File: config.mk
export PLATFORM = sky130hd
export DESIGN_NAME = game_sequencer
export DESIGN_NICKNAME = d
export VERILOG_FILES = /design/src/rtl/game_pkg.sv /design/src/rtl/free_cell_finder.sv /design/src/rtl/game_sequencer.sv
export SDC_FILE = /design/constraint.sdc
export NUM_CORES = 1
export LEC_CHECK = 0
export BUFFER_PORTS_ARGS = -buffer_cell sky130_fd_sc_hd__buf_2
export CORE_ASPECT_RATIO = 0.7
export CORE_MARGIN = 2
export CORE_UTILIZATION = 33
export DETAILED_ROUTE_END_ITERATION = 8
export SYNTH_ARGS = -nofsm -noshare
export SYNTH_HDL_FRONTEND = slang
export SYNTH_HIERARCHICAL = 1
export SYNTH_SLANG_ARGS = --single-unit
File: constraint.sdc
create_clock -name clk -period 7.5 [get_ports clk]
set_clock_uncertainty 0.2 [all_clocks]
set_input_delay 1.875 -clock clk [delete_from_list [all_inputs] [get_ports clk]]
set_output_delay 1.875 -clock clk [all_outputs]
set_load 0.03 [all_outputs]
File: src/rtl/game_pkg.sv
// Shared constants and state encoding for the tic-tac-toe turn/round sequencer.
package game_pkg;

    localparam int unsigned CELLS  = 9;
    localparam int unsigned SLOT_W = 4;

    localparam logic BLUE = 1'b0;
    localparam logic RED  = 1'b1;

    localparam logic [CELLS-1:0] FULL_MASK = {CELLS{1'b1}};

    typedef enum logic [2:0] {
        CLEAR  = 3'd0,
        SELECT = 3'd1,
        WRITE  = 3'd2,
        CHECK  = 3'd3,
        SWITCH = 3'd4,
        OVER   = 3'd5
    } state_t;

endpackage

File: src/rtl/free_cell_finder.sv
// Combinational search of the occupancy vector: lowest free cell, next free
// cell after the cursor (wrapping), and whether any cell is still free.
module free_cell_finder #(
    parameter int unsigned CELLS  = 9,
    parameter int unsigned SLOT_W = 4
) (
    input  logic [CELLS-1:0]  occ,
    input  logic [SLOT_W-1:0] cur_slot,
    output logic [SLOT_W-1:0] first_free,
    output logic [SLOT_W-1:0] next_free,
    output logic              any_free
);

    logic [SLOT_W:0]   idx_wide;
    logic [SLOT_W-1:0] idx;
    logic              found_next;

    always_comb begin
        first_free = '0;
        any_free   = 1'b0;
        for (int i = 0; i < int'(CELLS); i++) begin
            if (!occ[i] && !any_free) begin
                first_free = SLOT_W'(i);
                any_free   = 1'b1;
            end
        end
    end

    // Scan offsets 1..CELLS-1 from the cursor; if nothing else is free the cursor holds.
    always_comb begin
        next_free  = cur_slot;
        found_next = 1'b0;
        idx_wide   = '0;
        idx        = '0;
        for (int k = 1; k < int'(CELLS); k++) begin
            idx_wide = {1'b0, cur_slot} + (SLOT_W+1)'(k);
            if (idx_wide >= (SLOT_W+1)'(CELLS)) begin
                idx_wide = idx_wide - (SLOT_W+1)'(CELLS);
            end
            idx = idx_wide[SLOT_W-1:0];
            if (!found_next && !occ[idx]) begin
                next_free  = idx;
                found_next = 1'b1;
            end
        end
    end

endmodule

File: src/rtl/game_sequencer.sv
// Turn/round controller: decodes keys into cursor moves and placements, strobes
// board writes, and sequences win/tie/score/new-round.
module game_sequencer #(
    parameter int unsigned CELLS  = game_pkg::CELLS,
    parameter int unsigned SLOT_W = game_pkg::SLOT_W
) (
    input  logic              clk,
    input  logic              reset,
    input  logic              btn_next,
    input  logic              btn_place,
    input  logic              btn_new_round,
    input  logic              btn_clear_score,
    input  logic [CELLS-1:0]  red_board,
    input  logic [CELLS-1:0]  blue_board,
    input  logic              win_in,
    output logic [SLOT_W-1:0] cur_slot,
    output logic              cur_player,
    output logic              we,
    output logic              clear_board,
    output logic              score_blue,
    output logic              score_red,
    output logic              clear_score,
    output logic              round_over,
    output logic              tie,
    output logic              taken
);

    import game_pkg::*;

    state_t            state_q, state_d;
    logic [SLOT_W-1:0] cur_slot_q, cur_slot_d;
    logic              cur_player_q, cur_player_d;
    logic              starter_q, starter_d;
    logic              tie_q, tie_d;
    logic [3:0]        btn_prev_q, btn_prev_d;
    logic              taken_q, taken_d;
    logic              score_blue_q, score_blue_d;
    logic              score_red_q, score_red_d;
    logic              clear_score_q, clear_score_d;

    logic [3:0]        btn_c;
    logic [3:0]        btn_edge_c;
    logic              next_edge_c;
    logic              place_edge_c;
    logic              new_round_edge_c;
    logic              clear_score_edge_c;

    logic [CELLS-1:0]  occ;
    logic [SLOT_W-1:0] first_free;
    logic [SLOT_W-1:0] next_free;
    logic              any_free;

    assign occ = red_board | blue_board;

    free_cell_finder #(
        .CELLS  (CELLS),
        .SLOT_W (SLOT_W)
    ) u_finder (
        .occ        (occ),
        .cur_slot   (cur_slot_q),
        .first_free (first_free),
        .next_free  (next_free),
        .any_free   (any_free)
    );

    // Previous-value registers reset high so a key held through reset never fires.
    assign btn_c              = {btn_clear_score, btn_new_round, btn_place, btn_next};
    assign btn_edge_c         = btn_c & ~btn_prev_q;
    assign next_edge_c        = btn_edge_c[0];
    assign place_edge_c       = btn_edge_c[1];
    assign new_round_edge_c   = btn_edge_c[2];
    assign clear_score_edge_c = btn_edge_c[3];

    always_comb begin
        state_d       = state_q;
        cur_slot_d    = cur_slot_q;
        cur_player_d  = cur_player_q;
        starter_d     = starter_q;
        tie_d         = tie_q;
        btn_prev_d    = btn_c;
        taken_d       = 1'b0;
        score_blue_d  = 1'b0;
        score_red_d   = 1'b0;
        clear_score_d = clear_score_edge_c;

        case (state_q)
            CLEAR: begin
                cur_slot_d   = '0;
                cur_player_d = starter_q;
                tie_d        = 1'b0;
                state_d      = SELECT;
            end
            SELECT: begin
                if (place_edge_c) begin
                    if (occ[cur_slot_q]) begin
                        taken_d = 1'b1;
                    end else begin
                        state_d = WRITE;
                    end
                end else if (next_edge_c) begin
                    cur_slot_d = next_free;
                end
            end
            WRITE: begin
                state_d = CHECK;
            end
            CHECK: begin
                if (win_in) begin
                    score_red_d  = (cur_player_q == RED);
                    score_blue_d = (cur_player_q == BLUE);
                    state_d      = OVER;
                end else if (!any_free) begin
                    tie_d   = 1'b1;
                    state_d = OVER;
                end else begin
                    state_d = SWITCH;
                end
            end
            SWITCH: begin
                cur_player_d = ~cur_player_q;
                cur_slot_d   = first_free;
                state_d      = SELECT;
            end
            OVER: begin
                if (new_round_edge_c) begin
                    starter_d = ~starter_q;
                    state_d   = CLEAR;
                end
            end
            default: begin
                state_d = CLEAR;
            end
        endcase
    end

    always_ff @(posedge clk) begin
        if (reset) begin
            state_q       <= CLEAR;
            cur_slot_q    <= '0;
            cur_player_q  <= BLUE;
            starter_q     <= BLUE;
            tie_q         <= 1'b0;
            btn_prev_q    <= '1;
            taken_q       <= 1'b0;
            score_blue_q  <= 1'b0;
            score_red_q   <= 1'b0;
            clear_score_q <= 1'b0;
        end else begin
            state_q       <= state_d;
            cur_slot_q    <= cur_slot_d;
            cur_player_q  <= cur_player_d;
            starter_q     <= starter_d;
            tie_q         <= tie_d;
            btn_prev_q    <= btn_prev_d;
            taken_q       <= taken_d;
            score_blue_q  <= score_blue_d;
            score_red_q   <= score_red_d;
            clear_score_q <= clear_score_d;
        end
    end

    // Pulses are squelched while reset is high, including a WRITE cycle caught mid-flight.
    assign we          = (state_q == WRITE) & ~reset;
    assign clear_board = (state_q == CLEAR) & ~reset;
    assign score_blue  = score_blue_q & ~reset;
    assign score_red   = score_red_q & ~reset;
    assign clear_score = clear_score_q & ~reset;
    assign taken       = taken_q & ~reset;
    assign round_over  = (state_q == OVER);
    assign tie         = (state_q == OVER) & tie_q;
    assign cur_slot    = cur_slot_q;
    assign cur_player  = cur_player_q;

endmodule
==> metrics <==
Fin. Hold Viols=0; CTS resizes=0; initial antenna violation count=1; asr flop ratio synth=0%; synth top area cells=dfxtp_1 8.0%, mux2i_1 6.0%, nand2_1 5.5%; via count=5168; # clock sinks=18; TritonCTS buffer count=3; die height=102 microns; Clock Pin Slew Worst Setup and Hold Paths=60 ps; hold path depth=1; worst reg-to-reg path cell count=16; CTS tree=done; Synth top cells by count=66 x nand2_1, 48 x nor2_1, 34 x a21oi_1; initial DRC count=711; post-synth top area share=7.97%; hold worst-path end=clear_score_q; total number of H-tree levels=1; Hold Crit Start=btn_prev_q[3]; final setup fails=0; worst-margin pin slew=1020 ps; final slew viol count=0; fin crit period=5430 ps; Synth cell types=97; antenna viol nets, final=0; Reg-to-Reg Start=cur_slot[1]; met3 usage=4.97%; post-synthesis sequential area ratio=7.97%; Nets=667; Synth Flop Type=dfxtp_1; Mapped Avg Cell Area=7.27 sq um; most frequent CP cell=nor2_1; Slew Limit Headroom=31.5%; Reg-to-Reg End=cur_slot[0]; busiest grt layer=met1; CP max stage delay=500 ps; Crit Path Class=in2reg; max-cap violations=0; outcome=finished, final reports clean; Yosys Warn Count=6; dpl hpwl=12100 microns; GR Util All Layers=22.3%; GR Layer Usage met2=30.2%; P per Cell Area=244 mW/mm^2; fin crit share=72.4%; IO Count=38; Post-synth EDFFs=0; # port buffers=37; GPL Wtd Cong=1.08; R2R setup slack=2140 ps; ratio of cells with drive above 1 in the final layout=17.4%; largest net degree at the start of global routing=49; sequence of cells on the critical path=buf_2 > or2_2 > mux4_2 > nand2_1 > o221ai_1 > a21oi_1 > a211oi_1 > nor2_1 > nor2_1 > a311o_1 > o211a_1 > o21a_1 > a22oi_1 > nor2_1 > mux2i_1 > nor2_1; postcts setup bufs=0; CP startpoint kind=primary input; Yosys top cell by area=dfxtp_1; VDD IR max=0.000115 V; number of global-route vias before repair=4455; 1st-pass router iterations=5; ant diodes=0; post-detailed-route via-to-cell ratio=6.40; WHS=192 ps; CP Capture Type=flop; Die W=144 microns; RSZ-0062 raised after global routing=false; # rows=35; CTS root buf=clkbuf_16; drc violations=0; Area Growth Syn to Fin=7.03%; Initial Utilization=34.1%; met1 Use GR=35.4%; count leader, synth=nand2_1; Worst EP required=7430 ps; Routed WL=16700 microns; post-synthesis cell count=622; Fin Setup TNS=0 ps; fmax=184 MHz; leak pwr=0.00197 uW; Post-Syn Area=0.00452 sq mm; CP arrival=5360 ps; GRT overflow=0; CTS Hold Buffers Added=0; first-pass GRT wire length=25800 microns; core footprint=0.0133 sq mm; Hold Path Class=reg2reg; Skew-Pair Late Insertion Delay=250 ps; routed wire length per instance=20.7 microns; worst-path fanout max=15; Post-Syn Nets=666; area of the die=0.0147 sq mm; critical path's slowest cell=mux4_2; #FFs+latches synth=18; CTS max path bufs=2
[registers in the layout (all words and copies together) (netlist names)]
signal,cells
starter_q,1
score_red_q,1
tie_q,1
clear_score_q,1
cur_slot,4
state_q,3
btn_prev_q,4
taken_q,1
score_blue_q,1
cur_player,1
[worst max-delay path by stage]
| stage | cells past startpoint | start | end |
|---|---|---|---|
| 2_1_floorplan | 2 | reset | clear_board |
| 3_3_place_gp | 16 | blue_board[0] | cur_slot[0] |
| 3_5_place_dp | 16 | blue_board[0] | cur_slot[1] |
| 4_1_cts | 16 | blue_board[0] | cur_slot[1] |
| 5_1_grt | 16 | cur_slot[1] | cur_slot[1] |
| 6_report | 16 | blue_board[0] | cur_slot[1] |
[logic make-up after synthesis]
kind of cell             synth area share, %
buffers and inverters                   6.92
multiplexers                            10.7
AO/OA/AOI/OAI                           33.1
XOR/XNOR                                4.18
flip-flops                              7.97
AND/OR/NAND/NOR                         31.9
adder cells (fa/ha/maj)                 5.26
[per-stage QoR]
| step | worst slack, ps | area [sq um] | cells | power (uW) | utilization (%) |
|---|---|---|---|---|---|
| after detailed placement | 1890 | 4750 | 803 | 1030 | 35.8 |
| final | 2070 | 4840 | 807 | 1180 | 36.5 |
| after global routing | 1620 | 4840 | 807 | 1250 | 36.5 |
| after floorplan | 2460 | 4520 | 622 | 826 | - |
| after CTS | 2140 | 4840 | 807 | 1150 | 36.5 |
| after global placement | 1840 | 4750 | 803 | 1030 | 35.8 |
[routing by layer]
layer | routed length, microns | part of all wire [%] | vias up
met4 | 199 | 1.2 | 2
met1 | 7950 | 48 | 2475
met2 | 6670 | 40 | 300
met5 | 13 | 0.078 | -
li1 | - | - | 2363
met3 | 1830 | 11 | 28
[cell usage in the layout (no fill, tap or decap), types with 4 or more instances in the layout]
cell type / count
nand3b_1: 4
nand2_1: 66
a21oi_1: 34
nand3_1: 15
o21a_1: 5
nand2b_1: 6
nand4b_1: 6
o32ai_1: 4
or2_2: 16
nor4b_1: 8
inv_1: 17
a211oi_1: 14
dfxtp_1: 17
and2_1: 11
a31oi_1: 10
o31ai_1: 5
buf_2: 37
mux4_2: 6
nor2b_1: 18
nor4_1: 5
nor3_1: 24
a21o_1: 8
a22oi_1: 7
a221oi_1: 4
o21ai_0: 28
buf_4: 7
nand4_1: 8
mux2_2: 6
o211a_1: 6
and3_1: 4
xnor2_1: 14
o211ai_1: 11
nor2_1: 48
mux2i_1: 27
ha_1: 19
[report_power, final]
group / switching (uW) / internal [uW]
Clock: 37.2 / 81.2
Combinational: 593 / 357
Sequential: 10.0 / 103
[final cells by class]
cell class	count	area [sq um]
Clock buffer	4	88.8
Fill cell	1396	8430
Timing Repair Buffer	44	238
Multi-Input combinational cell	537	3850
Sequential cell	18	362
Inverter	19	71.3
Tap cell	185	231
[critical path: cells and delay by family]
| family | cells | cell delay, ps |
|---|---|---|
| simple gates | 6 | 1290 |
| mux | 2 | 650 |
| compound gates | 7 | 1430 |
| buf+inv | 1 | 100 |
Note: power is estimated with default switching activity, not from simulation.
